### src/rtl/bcd8_to_bin_pkg.sv
// Shared encodings and constants for the two-digit BCD to binary converter.
package bcd8_to_bin_pkg;

  typedef enum logic [1:0] {
    IDLE  = 2'd0,
    SHIFT = 2'd1,
    FIN   = 2'd2
  } state_e;

  localparam logic [2:0] ITER_LAST        = 3'd7;
  localparam logic [3:0] BCD_ADJ          = 4'd3;
  localparam logic [3:0] DIGIT_ADJ_THRESH = 4'd8;
  localparam logic [3:0] MAX_DEC_DIGIT    = 4'd9;

endpackage

### src/rtl/bcd8_to_bin_digit_adj.sv
// Reverse double-dabble digit correction: a digit of 8 or more after a right
// shift carried a half-decade across the boundary, so pull it back by 3.
module bcd_digit_adj
  import bcd8_to_bin_pkg::*;
(
  input  logic [3:0] in_i,
  output logic [3:0] out_o
);

  assign out_o = (in_i >= DIGIT_ADJ_THRESH) ? (in_i - BCD_ADJ) : in_i;

endmodule

### src/rtl/bcd8_to_bin.sv
// Two-digit packed BCD to 7-bit binary, one shift per clock; DONE 9 clocks after START.
// Optional invalid-digit check enabled by defining BCD8_TO_BIN_CHECK_EN.
module bcd8_to_bin
  import bcd8_to_bin_pkg::*;
(
  input  logic CLK,
  input  logic CS,
  input  logic START,
  input  logic D0,
  input  logic D1,
  input  logic D2,
  input  logic D3,
  input  logic D4,
  input  logic D5,
  input  logic D6,
  input  logic D7,
  output logic Q0,
  output logic Q1,
  output logic Q2,
  output logic Q3,
  output logic Q4,
  output logic Q5,
  output logic Q6,
  output logic BUSY,
  output logic DONE,
  output logic ERR
);

  state_e      state_q;
  logic [2:0]  cnt_q;
  logic [15:0] word_q;
  logic [6:0]  q_q;
  logic        busy_q;
  logic        done_q;

  logic [7:0]  d_in;
  logic [15:0] word_sh;
  logic [15:0] word_d;
  logic [3:0]  tens_adj;
  logic [3:0]  units_adj;

  assign d_in = {D7, D6, D5, D4, D3, D2, D1, D0};

  // word_q = {bcd[7:0], bin[7:0]}; the BCD LSB falls into the binary MSB.
  assign word_sh = word_q >> 1;

  bcd_digit_adj u_adj_tens (
    .in_i  (word_sh[15:12]),
    .out_o (tens_adj)
  );

  bcd_digit_adj u_adj_units (
    .in_i  (word_sh[11:8]),
    .out_o (units_adj)
  );

  assign word_d = {tens_adj, units_adj, word_sh[7:0]};

`ifdef BCD8_TO_BIN_CHECK_EN
  logic flag_q;
  logic err_q;
`endif

  always_ff @(posedge CLK) begin
    if (CS) begin
      state_q <= IDLE;
      cnt_q   <= 3'd0;
      word_q  <= 16'h0000;
      q_q     <= 7'd0;
      busy_q  <= 1'b0;
      done_q  <= 1'b0;
`ifdef BCD8_TO_BIN_CHECK_EN
      flag_q  <= 1'b0;
      err_q   <= 1'b0;
`endif
    end else begin
      done_q <= 1'b0;
      case (state_q)
        IDLE: begin
          if (START) begin
            word_q  <= {d_in, 8'h00};
            cnt_q   <= 3'd0;
            busy_q  <= 1'b1;
            state_q <= SHIFT;
`ifdef BCD8_TO_BIN_CHECK_EN
            flag_q  <= (d_in[7:4] > MAX_DEC_DIGIT) || (d_in[3:0] > MAX_DEC_DIGIT);
`endif
          end
        end
        SHIFT: begin
          word_q <= word_d;
          cnt_q  <= cnt_q + 3'd1;
          if (cnt_q == ITER_LAST) begin
            state_q <= FIN;
            busy_q  <= 1'b0;
            done_q  <= 1'b1;
`ifdef BCD8_TO_BIN_CHECK_EN
            q_q     <= flag_q ? 7'd0 : word_d[6:0];
            err_q   <= flag_q;
`else
            q_q     <= word_d[6:0];
`endif
          end
        end
        FIN:     state_q <= IDLE;
        default: state_q <= IDLE;
      endcase
    end
  end

  assign {Q6, Q5, Q4, Q3, Q2, Q1, Q0} = q_q;
  assign BUSY = busy_q;
  assign DONE = done_q;
`ifdef BCD8_TO_BIN_CHECK_EN
  assign ERR  = err_q;
`else
  assign ERR  = 1'b0;
`endif

endmodule
### config.mk
export PLATFORM = sky130hd
export DESIGN_NAME = bcd8_to_bin
export DESIGN_NICKNAME = d
export VERILOG_FILES = /design/src/rtl/bcd8_to_bin_pkg.sv /design/src/rtl/bcd8_to_bin_digit_adj.sv /design/src/rtl/bcd8_to_bin.sv
export SDC_FILE = /design/constraint.sdc
export NUM_CORES = 1
export LEC_CHECK = 0
export ABC_AREA = 0
export BUFFER_PORTS_ARGS = -buffer_cell sky130_fd_sc_hd__buf_2
export CORE_ASPECT_RATIO = 1.4
export CORE_MARGIN = 1.5
export CORE_UTILIZATION = 49
export DETAILED_ROUTE_END_ITERATION = 12
export PLACE_DENSITY = 0.81
export REMOVE_ABC_BUFFERS = 1
export SYNTH_ARGS = -nofsm -noshare
export SYNTH_HDL_FRONTEND = slang
export SYNTH_SLANG_ARGS = --single-unit
### constraint.sdc
create_clock -name CLK -period 1.3 [get_ports CLK]
set_input_delay 0.26 -clock CLK [delete_from_list [all_inputs] [get_ports CLK]]
set_output_delay 0.26 -clock CLK [all_outputs]
set_load 0.03 [all_outputs]
==> results of run 1 <==
## logic make-up after synthesis
family | count (synthesis) | synth area share
AND/OR/NAND/NOR | 48 | 0.187
AO/OA/AOI/OAI | 35 | 0.191
XOR/XNOR | 2 | 0.0138
flip-flops | 29 | 0.456
other | 1 | 0.00295
multiplexers | 4 | 0.0315
adder cells (fa/ha/maj) | 4 | 0.0393
buffers and inverters | 15 | 0.0787
## cell usage in the layout (no fill, tap or decap), types with 2 or more instances in the layout
cell | synthesis | routed
dfxtp_1 | 29 | 26
nor2_1 | 22 | 22
buf_2 | 2 | 19
a22oi_1 | 11 | 11
a21oi_1 | 11 | 11
nand2_1 | 8 | 8
nand3_1 | 7 | 7
buf_4 | 2 | 7
clkbuf_4 | 0 | 5
inv_1 | 4 | 4
mux2i_1 | 4 | 4
a211oi_1 | 4 | 4
nor3_1 | 3 | 3
dfxtp_2 | 0 | 3
a2bb2oi_1 | 2 | 2
o21ai_0 | 3 | 2
xnor2_1 | 2 | 2
ha_1 | 4 | 2
clkbuf_8 | 0 | 2
## worst register-to-register path: cells and delay by family (launching register included)
kind,cells,cell delay (ns)
buffers and inverters,1,0.14
AO/OA/AOI/OAI,2,0.24
flip-flops,1,0.33
XOR/XNOR,1,0.13
AND/OR/NAND/NOR,1,0.14
adder cells (fa/ha/maj),1,0.17
## metal layers
metal,part of all wire,GRT usage,vias up
met5,0,0,-
met4,0.015,0.0750,0
met3,0.043,0.0745,5
met2,0.52,0.314,25
met1,0.42,0.211,488
li1,-,-,518
## final timing paths
kind	startpoint	end	slack, ns	depth (start not counted)
setup reg to reg	word_q[9]	word_q[10]	0.02	6
hold / removal	D2	word_q[10]	0.23	3
hold reg to reg	q_q[4]	q_q[4]	0.45	2
setup / recovery	word_q[9]	word_q[10]	0.02	6
## timing repair
item / CTS / global route
setup endpoints to repair: 10 / 11
endpoints found under the hold margin: 0 / 0
gates resized for setup: 2 / 7
pin swaps: 2 / 3
## through the flow
step	instances	util	power [mW]	setup slack [ns]	hold WS [ns]
global route	195	0.612	1.86	-0.0465	0.252
CTS	195	0.603	1.78	0.00692	0.207
global placement	187	0.570	1.16	-0.0114	0.440
finish	195	0.612	1.78	0.0180	0.234
floorplan	127	-	1.09	-0.0941	0.325
detailed placement	187	0.570	1.17	-0.0499	0.445
## where the power goes
part	switching [mW]	internal [mW]	total, mW
combinational	0.119	0.0944	0.213
clock	0.306	0.313	0.619
sequential	0.0236	0.920	0.943
total	0.448	1.33	1.78
## sequential cells by signal, summed over array words and instances (netlist names)
| register | count |
|---|---|
| BUSY | 1 |
| DONE | 1 |
| cnt_q | 3 |
| q_q | 7 |
| state_q | 2 |
| word_q | 15 |
## final cells by class
| cell class | count | area, µm² |
|---|---|---|
| fill | 226 | 938 |
| tap | 34 | 42.5 |
| sequential | 29 | 584 |
| timing repair buffer | 26 | 148 |
| clock buffer | 7 | 65.1 |
| clock inverter | 1 | 5.00 |
| inverter | 4 | 15.0 |
| multi-input combinational | 94 | 619 |
==> impl_metrics.yaml, run 1 <==
yosys:
  synth.area.top_cells: "dfxtp_1, a22oi_1, nor2_1, a21oi_1, ha_1"
  ys_warn_count: 0
  synthDistinctLibCells: 31
  synth-edff-count: 0
  netlist.area_leader.share: 0.456
  synth_area_mm2: 0.00127
  synthTopCellsByCount: "dfxtp_1, nor2_1, a21oi_1, a22oi_1, nand2_1"
  synth_cells: 138
  ys_ff_latch: 29
  avgSynthCellArea_um2: 9.22
  ys.flop_type: "dfxtp_1"
  synth.most_common_cell: "dfxtp_1"
  synth-async-reset-ratio: 0
  synth_top_area_cell: "dfxtp_1"
  yosysSeqAreaShare: 0.456
floorplanning:
  core_area_mm2: 0.00242
  initial_utilization: 0.526
  ioPinCount: 21
  dieArea_mm2: 0.00292
  die_w_um: 46.1
  fp.dieH_um: 63.3
  num_rows: 21
power_and_ir_drop:
  irDropWorstVdd_v: 0.000679
  p_per_area_mw_per_mm2: 1200
  leakagePower_nw: 0.605
routing:
  viasPerCell: 5.31
  vias: 1036
  totalWireLength_um: 2350
  first_iter_violations: 28
  detail_route.wl_per_cell_um: 12.1
  firstDrtPassIters: 5
  drc: 0
  ant_nets: 0
finish:
  area_growth_pct: 16.2
  final_area_mm2: 0.00148
  antennaDiodeCount: 0
  layout-drive-gt1-share: 0.292
  layout.nets: 175
grt:
  antenna_found_initial: 0
  grt_overflow_total: 0
  grt_max_degree: 30
  grt_pass1_wl_um: 4150
  gr-usage-all-layers: 0.191
  first_global_vias: 1013
worst_setup_path:
  critPathLaunchType: "flip-flop"
  crit_required_ns: 1.50
  crit_type: "flip-flop to flip-flop"
  crit_path_end_kind: "flip-flop"
  critPathTopFamily: "flip-flops"
  cpMaxStageDelayCell: "dfxtp_2"
  max_stage_delay_ns: 0.33
  cp_cell_sequence: "buf_4, ha_2, nand2b_4, xnor2_1, a22oi_1, a21oi_1"
  critPathArrivalTime_ns: 1.48
  path_max_fanout: 3
  cp.buffers_inverters: 1
timing:
  final_hold_viol_count: 0
  fin_setup_tns_ns: 0
  slew_headroom: 0.659
  fin_crit_ns: 1.28
  max_freq_ghz: 0.780
  skew_ns: 0.00486
  fin_crit_sh: 0.986
  rsz0062_at_grt: "yes"
  drv_slew: 0
  worst_pin_slew_ns: 0.511
  setup_violations: 0
clock_tree:
  cts_sinks: 29
  clockBufferDepth: 2
  cts.clk_slew.worst_paths_ns: 0.09
  numCtsBuffers: 5
  clkLatencyLatePin_ns: 0.32
  cts_hold_buf: 0
  tritoncts: "yes"
  ctsRootBufferMaster: "clkbuf_4"
  htreeDepth: 2
  cts_setup_buffers: 0
place:
  placed_cell_area_mm2: 0.00138
  port_buffers: 19
  gp_congestion: 0.818
  hpwl_um: 1620
outcome:
  status: "complete, no violations"
job:
  maxCapViolCount: 0
min_path:
  holdCritPathClass: "input pin to flip-flop"
No activity file was read; power rests on OpenSTA's default activity.
==> inputs of run 2 (changes only) <==
--- a/config.mk
+++ b/config.mk
@@ -12,6 +12,7 @@
 export CORE_UTILIZATION = 49
 export DETAILED_ROUTE_END_ITERATION = 12
 export PLACE_DENSITY = 0.81
+export RECOVER_POWER = 50
 export REMOVE_ABC_BUFFERS = 1
 export SYNTH_ARGS = -nofsm -noshare
 export SYNTH_HDL_FRONTEND = slang
==> run 2 against run 1 <==
  * Register-to-register slack barely moved
  * Sequential share of layout area rose by 0.10 points
  * Design area fell by 0.25%
  * Hold slack improved by 0.00081 ns
==> impl_metrics.yaml, run 2 (same netlist as run 1, synthesis figures left out) <==
outcome:
  status: "complete, no violations"
routing:
  detail_route.wl_per_cell_um: 12.1
  vias: 1039
  drc: 0
  totalWireLength_um: 2370
  ant_nets: 0
  firstDrtPassIters: 5
  viasPerCell: 5.33
  first_iter_violations: 28
clock_tree:
  cts.clk_slew.worst_paths_ns: 0.09
  tritoncts: "yes"
  clockBufferDepth: 2
  ctsRootBufferMaster: "clkbuf_4"
  cts_setup_buffers: 0
  clkLatencyLatePin_ns: 0.32
  numCtsBuffers: 5
  cts_sinks: 29
  htreeDepth: 2
finish:
  multi_input_area_um2: 617
  postLayoutCoreUtil: 0.610
  layout_common_cells: "dfxtp_1, nor2_1, buf_2, a22oi_1, a21oi_1"
  layout_commonest_cell: "dfxtp_1"
  largest_reg_flops: 15
  final-seq-area_um2: 584
  antennaDiodeCount: 0
  top_register: "word_q"
  fillers: 228
  top_regs: "word_q x15, q_q x7, cnt_q x3"
  area_growth_pct: 15.9
  layout.nets: 175
  layout-drive-gt1-share: 0.280
worst_setup_path:
  r2r_slack_ns: 0.02
  path_max_fanout: 3
  critPathLaunchType: "flip-flop"
  critPathArrivalTime_ns: 1.47
  crit_path_end_kind: "flip-flop"
  crit_required_ns: 1.49
  crit_type: "flip-flop to flip-flop"
floorplanning:
  core_area_mm2: 0.00242
  dieArea_mm2: 0.00292
  die_w_um: 46.1
  num_rows: 21
  fp.dieH_um: 63.3
  ioPinCount: 21
  initial_utilization: 0.526
timing:
  rsz0062_at_grt: "yes"
  fin_crit_ns: 1.28
  slew_headroom: 0.658
  setup_violations: 0
  max_freq_ghz: 0.781
  worst_hold_slack_ns: 0.234
  worst_pin_slew_ns: 0.514
  skew_ns: 0.00397
  final_hold_viol_count: 0
  drv_slew: 0
  fin_crit_sh: 0.985
place:
  port_buffers: 19
  hpwl_um: 1620
  gp_congestion: 0.818
grt:
  first_global_vias: 1013
  grt_overflow_total: 0
  grt_max_degree: 30
  antenna_found_initial: 0
  met1_usage: 0.211
  gr-usage-met2: 0.314
  gr-usage-all-layers: 0.191
  use_met3: 0.0745
  grt_pass1_wl_um: 4150
  gr-max-usage-layer: "met2"
power_and_ir_drop:
  leakagePower_nw: 0.595
  p_per_area_mw_per_mm2: 1200
  irDropWorstVdd_v: 0.000685
job:
  maxCapViolCount: 0
min_path:
  holdCritPathClass: "input pin to flip-flop"
[run 2: cell count changes in the layout (fill, tap and decap cells not counted)]
cell / change
nor2_1: +1
clkbuf_2: +6
nor2_2: -1
buf_2: -7
clkbuf_1: +1
[run 2: report_power, final]
part | switching (mW) | internal, mW | total [mW]
sequential | 0.0233 | 0.920 | 0.943
combinational | 0.119 | 0.0939 | 0.213
clock | 0.306 | 0.313 | 0.620
total | 0.448 | 1.33 | 1.77
[run 2: worst paths after layout]
kind	from	end	cells after the start
worst min-delay path	D2	word_q[10]	3
worst max-delay path	word_q[9]	word_q[10]	6
worst max register to register	word_q[9]	word_q[10]	6
worst min register to register	q_q[4]	q_q[4]	2
[run 2: what timing repair did]
action / in CTS / in global routing
pin swaps: 2 / 3
hold endpoints to repair: 0 / 0
gates resized for setup: 2 / 7
hold buffers: 0 / 0
endpoints found under the setup margin: 10 / 11
[run 2: cell type report]
type,count,share of cell area
Inverter,4,0.0102
Clock inverter,1,0.00339
Tap cell,34,0.0288
Sequential cell,29,0.396
Clock buffer,7,0.0441
Timing Repair Buffer,26,0.0992
Multi-Input combinational cell,94,0.418
[run 2: critical path, stage by stage (launching register included)]
cell and delay [ns]:
dfxtp_2 0.33, buf_4 0.14, ha_2 0.17, nand2b_4 0.14
xnor2_1 0.13, a22oi_1 0.16, a21oi_1 0.08
[run 2: per-stage QoR]
step                      setup WS [ns]  std cells  TNS [ns]  total power, mW  instance area [µm²]
after floorplan                 -0.0941        127    -0.352             1.09                 1190
after global placement          -0.0114        187   -0.0114             1.16                 1380
after detailed placement        -0.0499        187    -0.244             1.17                 1380
after CTS                       0.00692        195         0             1.78                 1460
after global routing            -0.0465        195   -0.0845             1.86                 1480
final                            0.0197        195         0             1.77                 1480
[run 2: per-layer routing]
| layer | wire length, µm | up-vias |
|---|---|---|
| met5 | 0 | - |
| met4 | 36 | 0 |
| met3 | 103 | 5 |
| met2 | 1260 | 25 |
| met1 | 965 | 491 |
| li1 | - | 518 |
==> inputs of run 3 (changes only) <==
--- a/config.mk
+++ b/config.mk
@@ -11,7 +11,7 @@
 export CORE_MARGIN = 1.5
 export CORE_UTILIZATION = 49
 export DETAILED_ROUTE_END_ITERATION = 12
-export PLACE_DENSITY = 0.81
+export PLACE_DENSITY_LB_ADDON = 0.2
 export RECOVER_POWER = 50
 export REMOVE_ABC_BUFFERS = 1
 export SYNTH_ARGS = -nofsm -noshare
==> run 3 against run 2 <==
  * Die area unchanged
  * Largest power group unchanged
  * Hold slack lost 0.014 ns
  * Highest routed layer unchanged
  * Clock power decreased by 12%
  * Critical path type unchanged
==> impl_metrics.yaml, run 3 (same netlist as run 1, synthesis figures left out) <==
outcome:
  status: "complete, no violations"
grt:
  grt_max_degree: 19
  grt_overflow_total: 0
  gr-usage-all-layers: 0.204
  antenna_found_initial: 0
  grt_pass1_wl_um: 4280
  first_global_vias: 1028
finish:
  postLayoutCoreUtil: 0.608
  layout-drive-gt1-share: 0.253
  layout_commonest_cell: "dfxtp_1"
  fillers: 238
  top_register: "word_q"
  fin_cells: 196
  layout.nets: 177
  top_regs: "word_q x15, q_q x7, cnt_q x3"
  largest_reg_flops: 15
  antennaDiodeCount: 0
  layout_common_cells: "dfxtp_1, nor2_1, buf_2, a22oi_1, a21oi_1"
  area_growth_pct: 15.5
  final_area_mm2: 0.00147
timing:
  max_freq_ghz: 0.790
  rsz0062_at_grt: "yes"
  fin_ws_ns: 0.0347
  fin_setup_tns_ns: 0
  final_hold_viol_count: 0
  fin_crit_sh: 0.973
  setup_violations: 0
  skew_ns: 0.00338
  fin_crit_ns: 1.27
  drv_slew: 0
routing:
  wl_met1_um: 985
  firstDrtPassIters: 4
  drc: 0
  totalWireLength_um: 2390
  vias: 1028
  met2_length_um: 1260
  first_iter_violations: 11
  top_layer_used: "met4"
  detail_route.wl_per_cell_um: 12.2
  wl_met3_um: 106
  ant_nets: 0
  viasPerCell: 5.24
worst_setup_path:
  ff2ff_path_depth: 6
  critPathLaunchType: "flip-flop"
  rr_endpoint: "word_q[9]"
  crit_type: "flip-flop to flip-flop"
  crit_required_ns: 1.51
  path_max_fanout: 3
  critPathArrivalTime_ns: 1.48
  crit_path_end_kind: "flip-flop"
  r2r_slack_ns: 0.03
  regToRegStartpoint: "word_q[10]"
floorplanning:
  ioPinCount: 21
  core_area_mm2: 0.00242
  num_rows: 21
  dieArea_mm2: 0.00292
  die_w_um: 46.1
  fp.dieH_um: 63.3
  initial_utilization: 0.526
place:
  placed_cells: 189
  hpwl_um: 1770
  placed_cell_area_mm2: 0.00141
  gp_congestion: 0.733
  dp_slack_ns: -0.0718
  port_buffers: 19
clock_tree:
  tritoncts: "yes"
  numCtsBuffers: 5
  cts_hold_buf: 0
  clockBufferDepth: 2
  clkLatencyLatePin_ns: 0.32
  ctsRootBufferMaster: "clkbuf_4"
  cts_setup_buffers: 0
  cts.clk_slew.worst_paths_ns: 0.08
  cts_sinks: 29
  htreeDepth: 2
power_and_ir_drop:
  internal-power_mw: 1.27
  seqPwrFrac: 0.553
  p_clk_frac: 0.319
  switching_power_mw: 0.428
  irDropWorstVdd_v: 0.000595
  leakagePower_nw: 0.596
  swShare: 0.252
  comb_power_share: 0.127
  p_per_area_mw_per_mm2: 1160
min_path:
  min_to: "word_q[10]"
  holdCritPathClass: "input pin to flip-flop"
  hold_path_depth: 3
  hold_start: "D2"
job:
  maxCapViolCount: 0
[run 3: final cells by class]
cell class	count	area, µm²	share of cell area
multi-input cells	94	602	0.409
flip-flops and latches	29	582	0.396
repair buffers	28	174	0.118
clock buffers	7	55.1	0.0374
well taps	34	42.5	0.0289
inverters	4	15.0	0.0102
[run 3: worst max path at each step]
stage / start / end / cells after the start / slack, ns
5_1_grt: word_q[9] / word_q[9] / 6 / -0.06
2_1_floorplan: state_q[0] / word_q[12] / 3 / -0.09
3_5_place_dp: cnt_q[1] / BUSY / 5 / -0.07
3_3_place_gp: cnt_q[0] / BUSY / 5 / -0.01
4_1_cts: word_q[9] / word_q[9] / 6 / 0.01
6_report: word_q[10] / word_q[9] / 6 / 0.03
[run 3: metal layers]
| layer | vias up | global-route usage |
|---|---|---|
| met5 | - | 0 |
| met4 | 0 | 0.104 |
| met3 | 5 | 0.0688 |
| met2 | 19 | 0.328 |
| met1 | 481 | 0.228 |
| li1 | 523 | - |
[run 3: per-stage QoR]
stage                     hold slack [ns]  power, mW
after floorplan                     0.325       1.09
after global placement              0.440       1.17
final                               0.220       1.70
after CTS                           0.205       1.73
after detailed placement            0.444       1.18
after global routing                0.241       1.80
[run 3: repair_timing]
item / CTS / global route
resized for setup: 1 / 3
cloned: 0 / 0
pin swaps: 0 / 1
endpoints found under the setup margin: 8 / 9
[run 3: worst max-delay path: stages (launching register included)]
cell and delay, ns:
dfxtp_1 0.34, inv_1 0.07, ha_1 0.27, nand2_1 0.06, o21ai_0 0.09, a221oi_2 0.26
a211oi_2 0.07
[run 3: power groups by stage]
| stage | Clock (mW) | Combinational (mW) | Sequential [mW] |
|---|---|---|---|
| floorplan | 0 | 0.120 | 0.966 |
| global placement | 0 | 0.211 | 0.960 |
| detailed placement | 0 | 0.219 | 0.962 |
| CTS | 0.569 | 0.219 | 0.941 |
| global route | 0.606 | 0.245 | 0.946 |
| finish | 0.543 | 0.216 | 0.941 |
